--- src/rtl/axi4_wr_burst_split.sv ---
// Splits one large write request into AXI4 bursts bounded by MAX_BURST and 4KB pages.
// Each burst leaves as one {id, addr, len} stream word; out_tlast flags the request's final burst.
module axi4_wr_burst_split #(
   parameter int ASIZE     = 32,
   parameter int IDSIZE    = 4,
   parameter int LSIZE     = 8,
   parameter int DSIZE     = 32,
   parameter int MAX_BURST = 256,
   parameter int TSIZE     = 32
) (
   input  logic                          clock,
   input  logic                          rst_n,
   input  logic                          req_valid,
   output logic                          req_ready,
   input  logic [IDSIZE-1:0]             req_id,
   input  logic [ASIZE-1:0]              req_addr,
   input  logic [TSIZE-1:0]              req_beats,
   output logic                          out_tvalid,
   input  logic                          out_tready,
   output logic [IDSIZE+ASIZE+LSIZE-1:0] out_tdata,
   output logic                          out_tlast,
   output logic                          busy
);

   localparam int BPB  = DSIZE / 8;
   localparam int BOFF = $clog2(BPB);
   // Wide enough for remain, MAX_BURST and the 4KB page beat count without overflow
   localparam int CW   = ((TSIZE > 13) ? TSIZE : 13) + 1;
   localparam logic [ASIZE-1:0] AMASK = ~ASIZE'(BPB - 1);

   typedef enum logic [1:0] {IDLE, CALC, SEND} state_t;

   state_t            state, state_next;
   logic [IDSIZE-1:0] id;
   logic [ASIZE-1:0]  addr;
   logic [TSIZE-1:0]  remain;
   logic [CW-1:0]     nb;
   logic [CW-1:0]     nb_c, to_4k, remain_w;
   logic              accept, done;

   always_ff @(posedge clock or negedge rst_n) begin
      if (!rst_n) begin
         state     <= IDLE;
         busy      <= 1'b0;
         req_ready <= 1'b0;
      end else begin
         state     <= state_next;
         busy      <= (state_next != IDLE);
         req_ready <= (state_next == IDLE);
      end
   end

   always_comb begin
      accept     = req_valid && req_ready;
      remain_w   = CW'(remain);
      to_4k      = CW'((13'd4096 - {1'b0, addr[11:0]}) >> BOFF);
      nb_c       = remain_w;
      if (CW'(MAX_BURST) < nb_c) nb_c = CW'(MAX_BURST);
      if (to_4k < nb_c)          nb_c = to_4k;
      done       = (remain_w == nb);
      state_next = state;
      case (state)
         IDLE: if (accept && req_beats != '0) state_next = CALC;
         CALC: state_next = SEND;
         SEND: if (out_tready) state_next = done ? IDLE : CALC;
         default: state_next = IDLE;
      endcase
   end

   assign out_tvalid = (state == SEND);

   always_ff @(posedge clock or negedge rst_n) begin
      if (!rst_n) begin
         id        <= '0;
         addr      <= '0;
         remain    <= '0;
         nb        <= '0;
         out_tdata <= '0;
         out_tlast <= 1'b0;
      end else begin
         case (state)
            IDLE: if (accept) begin
               id     <= req_id;
               addr   <= req_addr & AMASK;
               remain <= req_beats;
            end
            CALC: begin
               nb        <= nb_c;
               out_tdata <= {id, addr, LSIZE'(nb_c - CW'(1))};
               out_tlast <= (remain_w == nb_c);
            end
            SEND: if (out_tready) begin
               addr   <= addr + (ASIZE'(nb) << BOFF);
               remain <= remain - TSIZE'(nb);
            end
            default: ;
         endcase
      end
   end

endmodule

--- config.mk ---
export PLATFORM = sky130hd
export DESIGN_NAME = axi4_wr_burst_split
export DESIGN_NICKNAME = d
export VERILOG_FILES = /design/src/rtl/axi4_wr_burst_split.sv
export SDC_FILE = /design/constraint.sdc
export NUM_CORES = 1
export LEC_CHECK = 0
export BUFFER_PORTS_ARGS = -buffer_cell sky130_fd_sc_hd__buf_2
export CAP_MARGIN = 20
export CORE_ASPECT_RATIO = 1.2
export CORE_UTILIZATION = 59
export CTS_CLUSTER_DIAMETER = 100
export CTS_CLUSTER_SIZE = 8
export DETAILED_ROUTE_END_ITERATION = 7
export PLACE_DENSITY = 0.81
export SYNTH_ARGS = -nofsm -noshare
export SYNTH_HDL_FRONTEND = slang
export SYNTH_SLANG_ARGS = --single-unit
--- constraint.sdc ---
create_clock -name clock -period 5.7 [get_ports clock]
set_input_delay 1.14 -clock clock [delete_from_list [all_inputs] [get_ports clock]]
set_output_delay 1.14 -clock clock [all_outputs]
set_load 0.01 [all_outputs]
* Word level (Yosys, flattened, before mapping) *
Cells that the tools add are included.

word-level totals
  flip-flop bits (word level) = 150
  output and inout bits = 48

cells by class
  $add $sub $neg = 4
  magnitude comparators = 2
  eq/ne operators = 6
  multiplexer cells = 12
  reductions and logical operators = 9

operators with widths
  kind                                                                           number
  32-bit 2-to-1 mux                                                              6
  32-bit case mux with 2 select lines                                            2
  32-bit by 33-bit == test with 1-bit output                                     2
  31-bit by 33-bit less-than comparator with 1-bit output                        1
  32-bit adder                                                                   1
  9-bit by 32-bit less-than comparator with 1-bit output (first input constant)  1
  32-bit nonzero test                                                            1
  32-bit subtractor                                                              1
  13-bit by 12-bit subtractor with 14-bit output (first input constant)          1
  8-bit by 1-bit subtractor with 8-bit output (second input constant)            1
  2-bit case mux with 3 select lines                                             1
  2-bit zero test                                                                2
  2-bit 2-to-1 mux                                                               2
  2-bit nonzero test                                                             2
  3-bit AND reduction                                                            1
  2-bit by 1-bit == test with 1-bit output (second input constant)               1
  2-bit == test (second input constant)                                          1
  1-bit logical AND                                                              2
  2-bit by 1-bit != test with 1-bit output (second input constant)               1
  2-bit != test (second input constant)                                          1
  2-bit AND reduction                                                            1
  1-bit 2-to-1 mux                                                               1

* Depth between registers and ports, before layout *
Gate-level depths: netlist of run 1.

  depth in word-level cells = 5
  depth in mapped cells = 20
  depth with buffers taken out = 18

* Worst setup path before layout of run 1 *
Ideal clock, no wire load.

  path kind = register -> register
  start = register remain[0]
  end = register out_tdata[4]
  library setup time = 0.076 ns
  arrival time = 4.377 ns
  data required time = 5.624 ns
  setup slack = 1.247 ns
  cell stages (with the launch flop) = 19
  clock period less this slack = 4.453 ns
  cells stage by stage = dfrtp_1 -> or4_1 -> o31a_1 -> nor4b_4 -> clkbuf_1 -> nand2_1 -> ha_1 -> and4_1 -> nand4_1 -> a31o_2 -> a31oi_4 -> buf_2 -> buf_2 -> mux2i_1 -> ha_1 -> and2_1 -> nand2_1 -> xor2_1 -> o21ai_1

on the way
  word-level cells in the longest chain between the ends = 5

RTL lines
  what                                                     RTL line  RTL
  start, declared                                          36        logic [TSIZE-1:0] remain;
  start signal, assigned                                   85        remain <= req_beats;
  start signal, assigned                                   94        remain <= remain - TSIZE'(nb);
  9-bit by 32-bit less-than comparator with 1-bit output   58        if (CW'(MAX_BURST) < nb_c) nb_c = CW'(MAX_BURST);
  32-bit 2-to-1 mux *                                      58
  31-bit by 33-bit less-than comparator with 1-bit output  59        if (to_4k < nb_c) nb_c = to_4k;
  32-bit 2-to-1 mux *                                      59
  8-bit by 1-bit subtractor with 8-bit output *            89        out_tdata <= {id, addr, LSIZE'(nb_c - CW'(1))};
  end signal, assigned                                     89
  end, declared                                            20        output logic [IDSIZE+ASIZE+LSIZE-1:0] out_tdata,

Mark *: on every way between the ends. The rest lies on a longest branch, timed or not.
A chain may end at the register's enable or synchronous reset.

* Worst setup path in the final report of run 1 *
Ends and elaborated chain as after synthesis.

==> results.py, run 1 <==
metrics = {
    "timing": {
        "slew_violations": 0,
        "fin_crit_ns": 4.62,
        "fmax_mhz": 216,
        "final.period_utilization_pct": 81.1,
        "setup_viol": 0,
        "worst_slew_pin_slew_ns": 1.17,
        "fin_hold_ws_ns": 0.468,
        "relSlewSlack_pct": 20.3,
        "finalSetupTns_ns": 0,
        "rsz0062_at_grt": "false",
        "skew_ns": 0.0109,
        "final-hold-violation-count": 0,
    },
    "global_routing": {
        "grt_start_max_net_pins": 101,
        "grt_pass1_wl_mm": 43.3,
        "antenna_found_initial": 0,
        "grt_pass1_vias": 8758,
        "overflow": 0,
        "grt_usage_pct": 33.1,
    },
    "synthesis": {
        "synth_commonest_cells": "nand2_1, dfrtp_1, nor2_1",
        "synth-simple-area-share_pct": 22.1,
        "syn_inst": 1201,
        "synth_xor_area_share_pct": 5.68,
        "synth_compound_area_share_pct": 19.7,
        "synth_fa_ha_area_share_pct": 9.81,
        "syn_area_sq_um": 9720,
        "postSynth.asyncResetShare_pct": 100,
        "synth.ff_latch_count": 145,
        "synth_top_area_share_pct": 37.3,
        "synth_top_family_by_area": "simple AND/OR/NAND/NOR gates",
        "ys_types": 60,
        "netlist_top_cells_area": "dfrtp_1, ha_1, nand2_1",
        "ys_warn_count": 0,
        "synth_most_common_cell": "nand2_1",
        "synth_top_area_cell": "dfrtp_1",
        "synthMuxAreaShare_pct": 1.20,
        "ys_seq_area_share_pct": 37.3,
        "ys.flop_type": "dfrtp_1",
        "synth_edf_count": 0,
        "synth.avg_cell_area_sq_um": 8.09,
    },
    "floorplan": {
        "die_w_um": 119,
        "die_y_um": 143,
        "die_area_sq_um": 17000,
        "row_count": 51,
        "coreArea_sq_um": 16100,
        "initial_core_util_pct": 60.2,
        "io_pins": 120,
    },
    "placed_design": {
        "gp_congestion": 0.921,
        "port_buffers": 115,
        "detailed_place_hpwl_mm": 19.3,
        "dpl_cell_area_sq_um": 10500,
        "place_inst": 1491,
    },
    "power_and_ir_drop": {
        "power_density_nw_per_um2": 618,
        "leakagePower_nw": 5.29,
        "vdd_drop_max_v": 0.000363,
    },
    "final_layout": {
        "diodes": 0,
        "area.growth.synth_to_final_pct": 13.8,
        "layout-drive-gt1-share_pct": 13.6,
        "nets": 1445,
        "fillers": 1348,
        "final_area_sq_um": 11100,
        "finalNonFillerCells": 1523,
    },
    "critical_path": {
        "cp-start-kind": "register",
        "crit_fanout": 26,
        "end_kind": "register",
        "critPathArrivalTime_ns": 4.98,
        "required_ns": 6.06,
        "critical_path_class": "reg2reg",
    },
    "cts": {
        "cts_hold_buffers": 0,
        "path_clk_slew_ns": 0.06,
        "insertion_delay_ns": 0.44,
        "numCtsBuffers": 17,
        "cts_buffer_depth": 2,
        "cts_root_buf": "clkbuf_16",
        "postCtsSetupRepairBufs": 0,
        "htree_levels": 4,
        "clkSinkCount": 145,
        "cts_tree": "done",
        "post_cts_resized": 0,
    },
    "detailed_routing": {
        "wl_per_cell_um": 17.8,
        "drt-total-wl_mm": 27.1,
        "drt-vias-per-instance": 5.92,
        "postRouteAntennaNets": 0,
        "num_vias": 9011,
        "dr.pass1.iters": 8,
        "first_iter_violations": 619,
        "drc": 2,
    },
    "run_status": {
        "outcome": "finished, violations left",
        "violations": "design-rule violations",
    },
    "flow_run": {
        "drv_cap": 0,
    },
    "min_path": {
        "min-delay-path-class": "reg2reg",
    },
}
-- state kept, by name, indices dropped and copies added, names as in the netlist --
signal and flops:
out_tdata 42, addr 30, req_ready 1, id 4
busy 1, remain 32, out_tlast 1, nb 32
state 2
-- worst paths after layout --
check	from	end	slack, ns	cells after the start
max	remain[0]	out_tdata[4]	1.08	17
min	out_tdata[35]	out_tdata[35]	0.47	2
max reg2reg	remain[0]	out_tdata[4]	1.08	17
min reg2reg	out_tdata[35]	out_tdata[35]	0.47	2
max in group asynchronous	rst_n	remain[7]	3.70	2
min in group asynchronous	rst_n	out_tdata[40]	0.82	1
-- cell families (layout without fill, tap and decap cells) --
family,after synthesis,after routing
AND/OR/NAND/NOR,480,480
AO/OA/AOI/OAI,320,320
flip-flops,145,145
buffers and inverters,105,213
adder cells (fa/ha/maj),75,75
XOR/XNOR,63,63
multiplexers,11,11
other,2,4
-- where the power goes --
group | internal, mW | switching (mW) | leakage, nW
Clock | 0.616 | 0.476 | 0.266
Combinational | 1.54 | 2.35 | 3.21
Sequential | 1.45 | 0.410 | 1.81
-- worst max-delay path: stages (launching register included) --
cell,delay [ns]
dfrtp_1,0.46
or4_1,0.59
o31a_1,0.33
nor4b_4,0.20
buf_4,0.26
nand2_1,0.09
ha_1,0.30
and4_1,0.23
nand4_1,0.10
a31o_2,0.24
a31oi_4,0.64
nor2_1,0.08
a31oi_1,0.27
ha_1,0.21
and2_1,0.16
nand2_1,0.07
xor2_1,0.15
o21ai_1,0.14
-- metrics by stage --
stage               utilization [%]  power (mW)  worst slack (ns)
global placement               65.0        5.56              1.15
finish                         68.5        6.84              1.08
global route                   68.5        7.41             0.694
detailed placement             65.0        5.66              1.09
floorplan                         -        4.66              1.25
CTS                            68.5        6.80              1.07
-- cell usage in the layout, fill, tap and decap left out, types with 7 or more instances in the layout --
cell	count
a211oi_1	14
a21o_1	26
a21oi_1	108
a31oi_1	17
and3_1	14
buf_2	114
buf_4	9
clkbuf_16	17
dfrtp_1	145
ha_1	73
inv_1	56
nand2_1	222
nand2b_1	9
nand3_1	25
nand4_1	14
nor2_1	118
nor2b_1	7
nor3_1	20
nor4_1	17
o21a_1	8
o21ai_0	89
o21bai_1	7
o31ai_1	7
or2_2	7
xnor2_1	34
xor2_1	29
-- layout make-up --
type	instances	area (sq um)	share of cell area, %
Clock buffer	18	439	3.97
Tap cell	212	265	2.40
Inverter	57	214	1.93
Clock inverter	14	134	1.21
Multi-Input combinational cell	953	5730	51.8
Timing Repair Buffer	124	649	5.87
Sequential cell	145	3630	32.8
-- layer usage --
metal	vias up	routed length (um)	part of all wire [%]	track usage, %
li1	4403	-	-	-
met4	0	1780	6.6	22.9
met2	324	12900	47	54.4
met5	-	0	0	0
met1	4198	11100	41	39.8
met3	86	1390	5.1	5.31
Note: power is estimated with default switching activity, not from simulation.
==> run 2: changes to the inputs <==
--- a/config.mk
+++ b/config.mk
@@ -8,11 +8,11 @@
 export BUFFER_PORTS_ARGS = -buffer_cell sky130_fd_sc_hd__buf_2
 export CAP_MARGIN = 20
 export CORE_ASPECT_RATIO = 1.2
-export CORE_UTILIZATION = 59
+export CORE_UTILIZATION = 54
 export CTS_CLUSTER_DIAMETER = 100
 export CTS_CLUSTER_SIZE = 8
 export DETAILED_ROUTE_END_ITERATION = 7
-export PLACE_DENSITY = 0.81
+export PLACE_DENSITY = 0.78
 export SYNTH_ARGS = -nofsm -noshare
 export SYNTH_HDL_FRONTEND = slang
 export SYNTH_SLANG_ARGS = --single-unit
==> constraint.sdc (replaced) <==
create_clock -name clock -period 4 [get_ports clock]
set_input_delay 0.8 -clock clock [delete_from_list [all_inputs] [get_ports clock]]
set_output_delay 0.8 -clock clock [all_outputs]
set_load 0.01 [all_outputs]
==> run 2 against run 1 <==
Against the previous run:
- clock power rose by 49%
- worst setup slack got worse by 1.1 ns
- power rose by 49%
- largest power group unchanged
- critical path type unchanged
- utilization fell by 2.7 points
- sequential cell count did not move
- maximum frequency rose by 16%
- the run now ends clean
==> results.py, run 2 (same netlist as run 1, synthesis figures left out) <==
metrics = {
    "run_status": {
        "outcome": "finished clean",
    },
    "detailed_routing": {
        "drt-total-wl_mm": 27.4,
        "num_vias": 9101,
        "drt-vias-per-instance": 5.78,
        "postRouteAntennaNets": 0,
        "drc": 0,
        "first_iter_violations": 712,
        "dr.pass1.iters": 5,
        "wl_per_cell_um": 17.4,
    },
    "final_layout": {
        "finalNonFillerCells": 1575,
        "reg_top3": "out_tdata (42), nb (32), remain (32)",
        "multi_input_area_sq_um": 5840,
        "seqCellArea_sq_um": 3630,
        "fillers": 1523,
        "largest-register": "out_tdata",
        "largest_reg_flops": 42,
        "final_cell_mix": "nand2_1, dfrtp_1, nor2_1, buf_2, a21oi_1",
        "diodes": 0,
        "final_common_cell": "nand2_1",
        "layout-drive-gt1-share_pct": 17.7,
        "final_util_pct": 65.8,
        "area.growth.synth_to_final_pct": 19.0,
        "nets": 1489,
    },
    "floorplan": {
        "row_count": 53,
        "die_area_sq_um": 18500,
        "die_w_um": 124,
        "coreArea_sq_um": 17600,
        "die_y_um": 149,
        "initial_core_util_pct": 55.3,
        "io_pins": 120,
    },
    "cts": {
        "cts_root_buf": "clkbuf_16",
        "path_clk_slew_ns": 0.06,
        "htree_levels": 4,
        "cts_hold_buffers": 0,
        "insertion_delay_ns": 0.43,
        "cts_buffer_depth": 2,
        "cts_tree": "done",
        "numCtsBuffers": 17,
        "clkSinkCount": 145,
    },
    "global_routing": {
        "grt_usage_pct": 30.4,
        "grt_pass1_wl_mm": 44.5,
        "overflow": 0,
        "grt_start_max_net_pins": 106,
        "antenna_found_initial": 0,
        "grt_pass1_vias": 9017,
    },
    "timing": {
        "relSlewSlack_pct": 34.2,
        "final.period_utilization_pct": 99.5,
        "final-hold-violation-count": 0,
        "rsz0062_at_grt": "true",
        "skew_ns": 0.0131,
        "slew_violations": 0,
        "fin_crit_ns": 3.98,
        "setup_viol": 0,
        "worst_slew_pin_slew_ns": 0.988,
        "finalSetupTns_ns": 0,
        "fmax_mhz": 251,
        "layout_setup_ws_ns": 0.0203,
    },
    "power_and_ir_drop": {
        "vdd_drop_max_v": 0.000413,
        "power_density_nw_per_um2": 882,
        "leakagePower_nw": 5.56,
    },
    "placed_design": {
        "gp_congestion": 0.955,
        "place_inst": 1536,
        "detailed_place_hpwl_mm": 20.2,
        "port_buffers": 115,
        "pre_cts_ws_ns": -0.144,
    },
    "critical_path": {
        "end_kind": "register",
        "cp_top_family": "simple AND/OR/NAND/NOR gates",
        "path_buf_inv": 2,
        "critical_path_class": "reg2reg",
        "crit_slowest_cell": "or4_4",
        "worstPathCellList": "or4_4 -> o31a_1 -> nor4b_4 -> buf_4 -> nand2_2 -> ha_4 -> and4_4 -> nand4_1 -> a31o_2 -> a31oi_4 -> buf_12 -> mux2i_2 -> ha_2 -> and2_4 -> nand2_2 -> xor2_1 -> o21ai_1",
        "path_common_cell": "nand2_2",
        "required_ns": 4.30,
        "crit_path_max_incr_delay_ns": 0.55,
        "crit_fanout": 8,
        "critPathArrivalTime_ns": 4.28,
        "cp-start-kind": "register",
    },
    "flow_run": {
        "drv_cap": 0,
    },
    "min_path": {
        "min-delay-path-class": "reg2reg",
    },
}
run 2: changes by cell type in the layout (fill, tap and decap cells not counted), sizes merged:
cell,change
bufinv,+1
clkinvlp,-1
buf,+44
clkinv,-2
inv,+1
clkbuf,+1
run 2: report_power, final:
| group | internal [mW] | total, mW | switching, mW |
|---|---|---|---|
| sequential | 2.06 | 2.58 | 0.518 |
| combinational | 2.51 | 6.01 | 3.50 |
| clock | 0.945 | 1.62 | 0.671 |
run 2: metrics by stage:
step / power [mW] / hold slack [ns] / instance area [sq um]
2_1_floorplan: 6.68 / 0.435 / 9780
3_3_place_gp: 8.25 / 0.446 / 10800
3_5_place_dp: 8.38 / 0.455 / 10800
4_1_cts: 10.1 / 0.472 / 11400
5_1_grt: 11.1 / 0.496 / 11600
6_report: 10.2 / 0.468 / 11600
run 2: what timing repair did:
item / CTS / global route
pin swaps: 2 / 7
gates resized for setup: 1 / 16
endpoints found under the setup margin: 4 / 9
gates cloned: 0 / 0
setup buffers: 4 / 4
run 2: cell type report:
cell class	count	area share (%)
sequential	145	31.4
tap	220	2.38
multi-input combinational	953	50.5
clock buffer	19	3.83
inverter	57	1.85
timing repair buffer	168	8.78
clock inverter	13	1.31
run 2: path summary, 6_finish.rpt:
path,start,to,slack [ns],depth (start not counted)
setup / recovery,remain[4],out_tdata[6],0.02,17
hold / removal,id[3],out_tdata[43],0.47,2
setup reg to reg,remain[4],out_tdata[6],0.02,17
hold reg to reg,id[3],out_tdata[43],0.47,2
max in group asynchronous,rst_n,addr[27],2.70,2
min in group asynchronous,rst_n,out_tdata[42],0.50,1
run 2: worst reg2reg max path: stages, from the launching register on:
cell	delay, ns
dfrtp_1	0.38
or4_4	0.55
o31a_1	0.28
nor4b_4	0.35
buf_4	0.21
nand2_2	0.07
ha_4	0.26
and4_4	0.21
nand4_1	0.08
a31o_2	0.24
a31oi_4	0.21
buf_12	0.16
mux2i_2	0.25
ha_2	0.21
and2_4	0.15
nand2_2	0.05
xor2_1	0.13
o21ai_1	0.07
run 2: per-layer routing:
layer | vias to the layer above | track usage, % | wire, um
li1 | 4485 | - | -
met1 | 4239 | 36.7 | 11300
met2 | 307 | 52.2 | 13400
met3 | 70 | 5.95 | 1480
met4 | 0 | 14.8 | 1180
met5 | - | 0 | 0
==> run 3: changes to the inputs <==
--- a/config.mk
+++ b/config.mk
@@ -6,8 +6,7 @@
 export NUM_CORES = 1
 export LEC_CHECK = 0
 export BUFFER_PORTS_ARGS = -buffer_cell sky130_fd_sc_hd__buf_2
-export CAP_MARGIN = 20
-export CORE_ASPECT_RATIO = 1.2
+export CORE_ASPECT_RATIO = 0.6
 export CORE_UTILIZATION = 54
 export CTS_CLUSTER_DIAMETER = 100
 export CTS_CLUSTER_SIZE = 8
==> run 3 against run 2 <==
Against the previous run:
- the run now ends with negative setup slack left
- global-route usage rose by 3.1 points
- final cell count increased by 2.0%
- clock-buffer cell count decreased by 2
- critical path depth stayed put
- critical path type unchanged
- power grew 3.1%
- utilization grew 1.5 points
- combinational power is 5.3% higher
- via count is 4.9% higher
- routed wire length up 9.9%
- maximum frequency shrank 1.7%
- hold slack got worse by 0.00091 ns
- sequential power hardly changed
==> results.py, run 3 (same netlist as run 1, synthesis figures left out) <==
metrics = {
    "run_status": {
        "violations": "negative setup slack",
        "outcome": "finished, violations left",
    },
    "power_and_ir_drop": {
        "clkPwrFrac_pct": 15.2,
        "p_comb_share_pct": 60.1,
        "seqPwrFrac_pct": 24.7,
        "vdd_drop_max_v": 0.000393,
        "switching_share_pct": 47.6,
        "power_density_nw_per_um2": 901,
        "leakagePower_nw": 5.64,
        "p_int_mw": 5.52,
        "p_sw_mw": 5.01,
    },
    "timing": {
        "relSlewSlack_pct": 21.3,
        "layout_setup_ws_ns": -0.0493,
        "final-hold-violation-count": 0,
        "setup_viol": 3,
        "slew_violations": 0,
        "finalSetupTns_ns": -0.105,
        "skew_ns": 0.00996,
        "worst_slew_pin_slew_ns": 1.17,
        "rsz0062_at_grt": "true",
        "fin_crit_ns": 4.05,
        "final.period_utilization_pct": 101,
        "fmax_mhz": 247,
    },
    "floorplan": {
        "io_pins": 120,
        "die_w_um": 175,
        "die_y_um": 106,
        "coreArea_sq_um": 17400,
        "initial_core_util_pct": 56.0,
        "die_area_sq_um": 18600,
        "row_count": 37,
    },
    "final_layout": {
        "nets": 1506,
        "final_cell_mix": "nand2_1, dfrtp_1, nor2_1, buf_2, a21oi_1",
        "diodes": 0,
        "final_common_cell": "nand2_1",
        "final_area_sq_um": 11700,
        "largest_reg_flops": 42,
        "largest-register": "out_tdata",
        "area.growth.synth_to_final_pct": 20.3,
        "reg_top3": "out_tdata (42), nb (32), remain (32)",
        "layout-drive-gt1-share_pct": 19.0,
    },
    "critical_path": {
        "reg2reg_slack_ns": -0.05,
        "crit_slowest_cell": "or4_4",
        "crit_fanout": 7,
        "r2r_start": "remain[4]",
        "path_buf_inv": 2,
        "cp-startpoint": "remain[4]",
        "cp_top_family": "simple AND/OR/NAND/NOR gates",
        "crit_path_max_incr_delay_ns": 0.54,
        "required_ns": 4.30,
        "critPathArrivalTime_ns": 4.35,
        "path_depth": 17,
        "cp-start-kind": "register",
        "reg2reg_to": "out_tdata[6]",
        "worstPathCellList": "or4_4 -> o31a_1 -> nor4b_4 -> buf_4 -> nor2b_4 -> ha_4 -> and4_4 -> nand4_1 -> a31o_2 -> a31oi_4 -> buf_6 -> mux2i_4 -> ha_2 -> and2_4 -> nand2_2 -> xor2_1 -> o21ai_1",
        "critical_path_class": "reg2reg",
        "end_kind": "register",
        "worst_r2r_path_depth": 17,
    },
    "cts": {
        "path_clk_slew_ns": 0.07,
        "cts_root_buf": "clkbuf_16",
        "insertion_delay_ns": 0.44,
        "htree_levels": 4,
        "cts_buffer_depth": 2,
        "numCtsBuffers": 17,
        "cts_tree": "done",
        "cts_hold_buffers": 0,
        "clkSinkCount": 145,
    },
    "min_path": {
        "min-delay-path-class": "in2async",
    },
    "global_routing": {
        "grt_start_max_net_pins": 95,
        "grt_usage_pct": 33.6,
        "grt_pass1_vias": 8798,
        "overflow": 0,
        "grt_pass1_wl_mm": 47.7,
        "antenna_found_initial": 0,
    },
    "detailed_routing": {
        "dr.pass1.iters": 7,
        "drt-vias-per-instance": 5.94,
        "drc": 0,
        "postRouteAntennaNets": 0,
        "first_iter_violations": 1003,
        "wl_per_cell_um": 18.7,
        "drt-total-wl_mm": 30.1,
        "num_vias": 9545,
    },
    "placed_design": {
        "gp_congestion": 0.982,
        "detailed_place_hpwl_mm": 22.4,
        "dpl_cell_area_sq_um": 11000,
        "port_buffers": 115,
    },
    "flow_run": {
        "drv_cap": 0,
    },
}
-- run 3: changes by cell type in the layout (fill, tap and decap cells not counted), sizes merged --
cell / previous run / this run
buf: 168 / 185
clkinvlp: 4 / 3
inv: 60 / 64
clkbuf: 19 / 17
bufinv: 2 / 1
-- run 3: stage by stage --
stage                     power, mW  instances  hold WS (ns)  worst slack, ns  utilization, %
after floorplan                6.68       1203         0.435           -0.289               -
after global placement         8.48       1568         0.444          -0.0700            63.1
after detailed placement       8.61       1568         0.456          -0.0986            63.1
after CTS                      10.3       1601         0.473          0.00286            66.7
after global routing           11.3       1606         0.486           -0.188            67.3
final                          10.5       1606         0.467          -0.0493            67.3
-- run 3: worst max-delay path by stage --
stage and to:
5_1_grt out_tdata[6], 6_report out_tdata[6], 2_1_floorplan out_tdata[4], 3_3_place_gp out_tdata[6], 3_5_place_dp out_tdata[7], 4_1_cts out_tdata[6]
-- run 3: area by class of cell --
type | count | area [sq um]
timing repair buffer | 185 | 1120
clock buffer | 17 | 425
tap | 234 | 293
sequential | 145 | 3630
inverter | 57 | 214
fill | 1485 | 5670
multi-input combinational | 953 | 5870
clock inverter | 15 | 146
-- run 3: what timing repair did --
item	4_1_cts	5_1_grt
pin swaps	2	7
gates resized for setup	6	16
buffers inserted	1	5
setup endpoints to repair	5	7
-- run 3: power groups by stage --
stage	registers (mW)	clock network (mW)	logic, mW
floorplan	2.57	0	4.11
global placement	2.57	0	5.91
detailed placement	2.59	0	6.02
CTS	2.57	1.60	6.11
global route	2.66	1.66	6.99
finish	2.60	1.60	6.33
-- run 3: per-layer routing --
metal,routed length [um],vias up,GRT usage [%]
met1,14400,4550,50.5
met4,402,0,9.01
met5,0,-,0
li1,-,4523,-
met3,3580,29,12.0
met2,11700,443,44.7
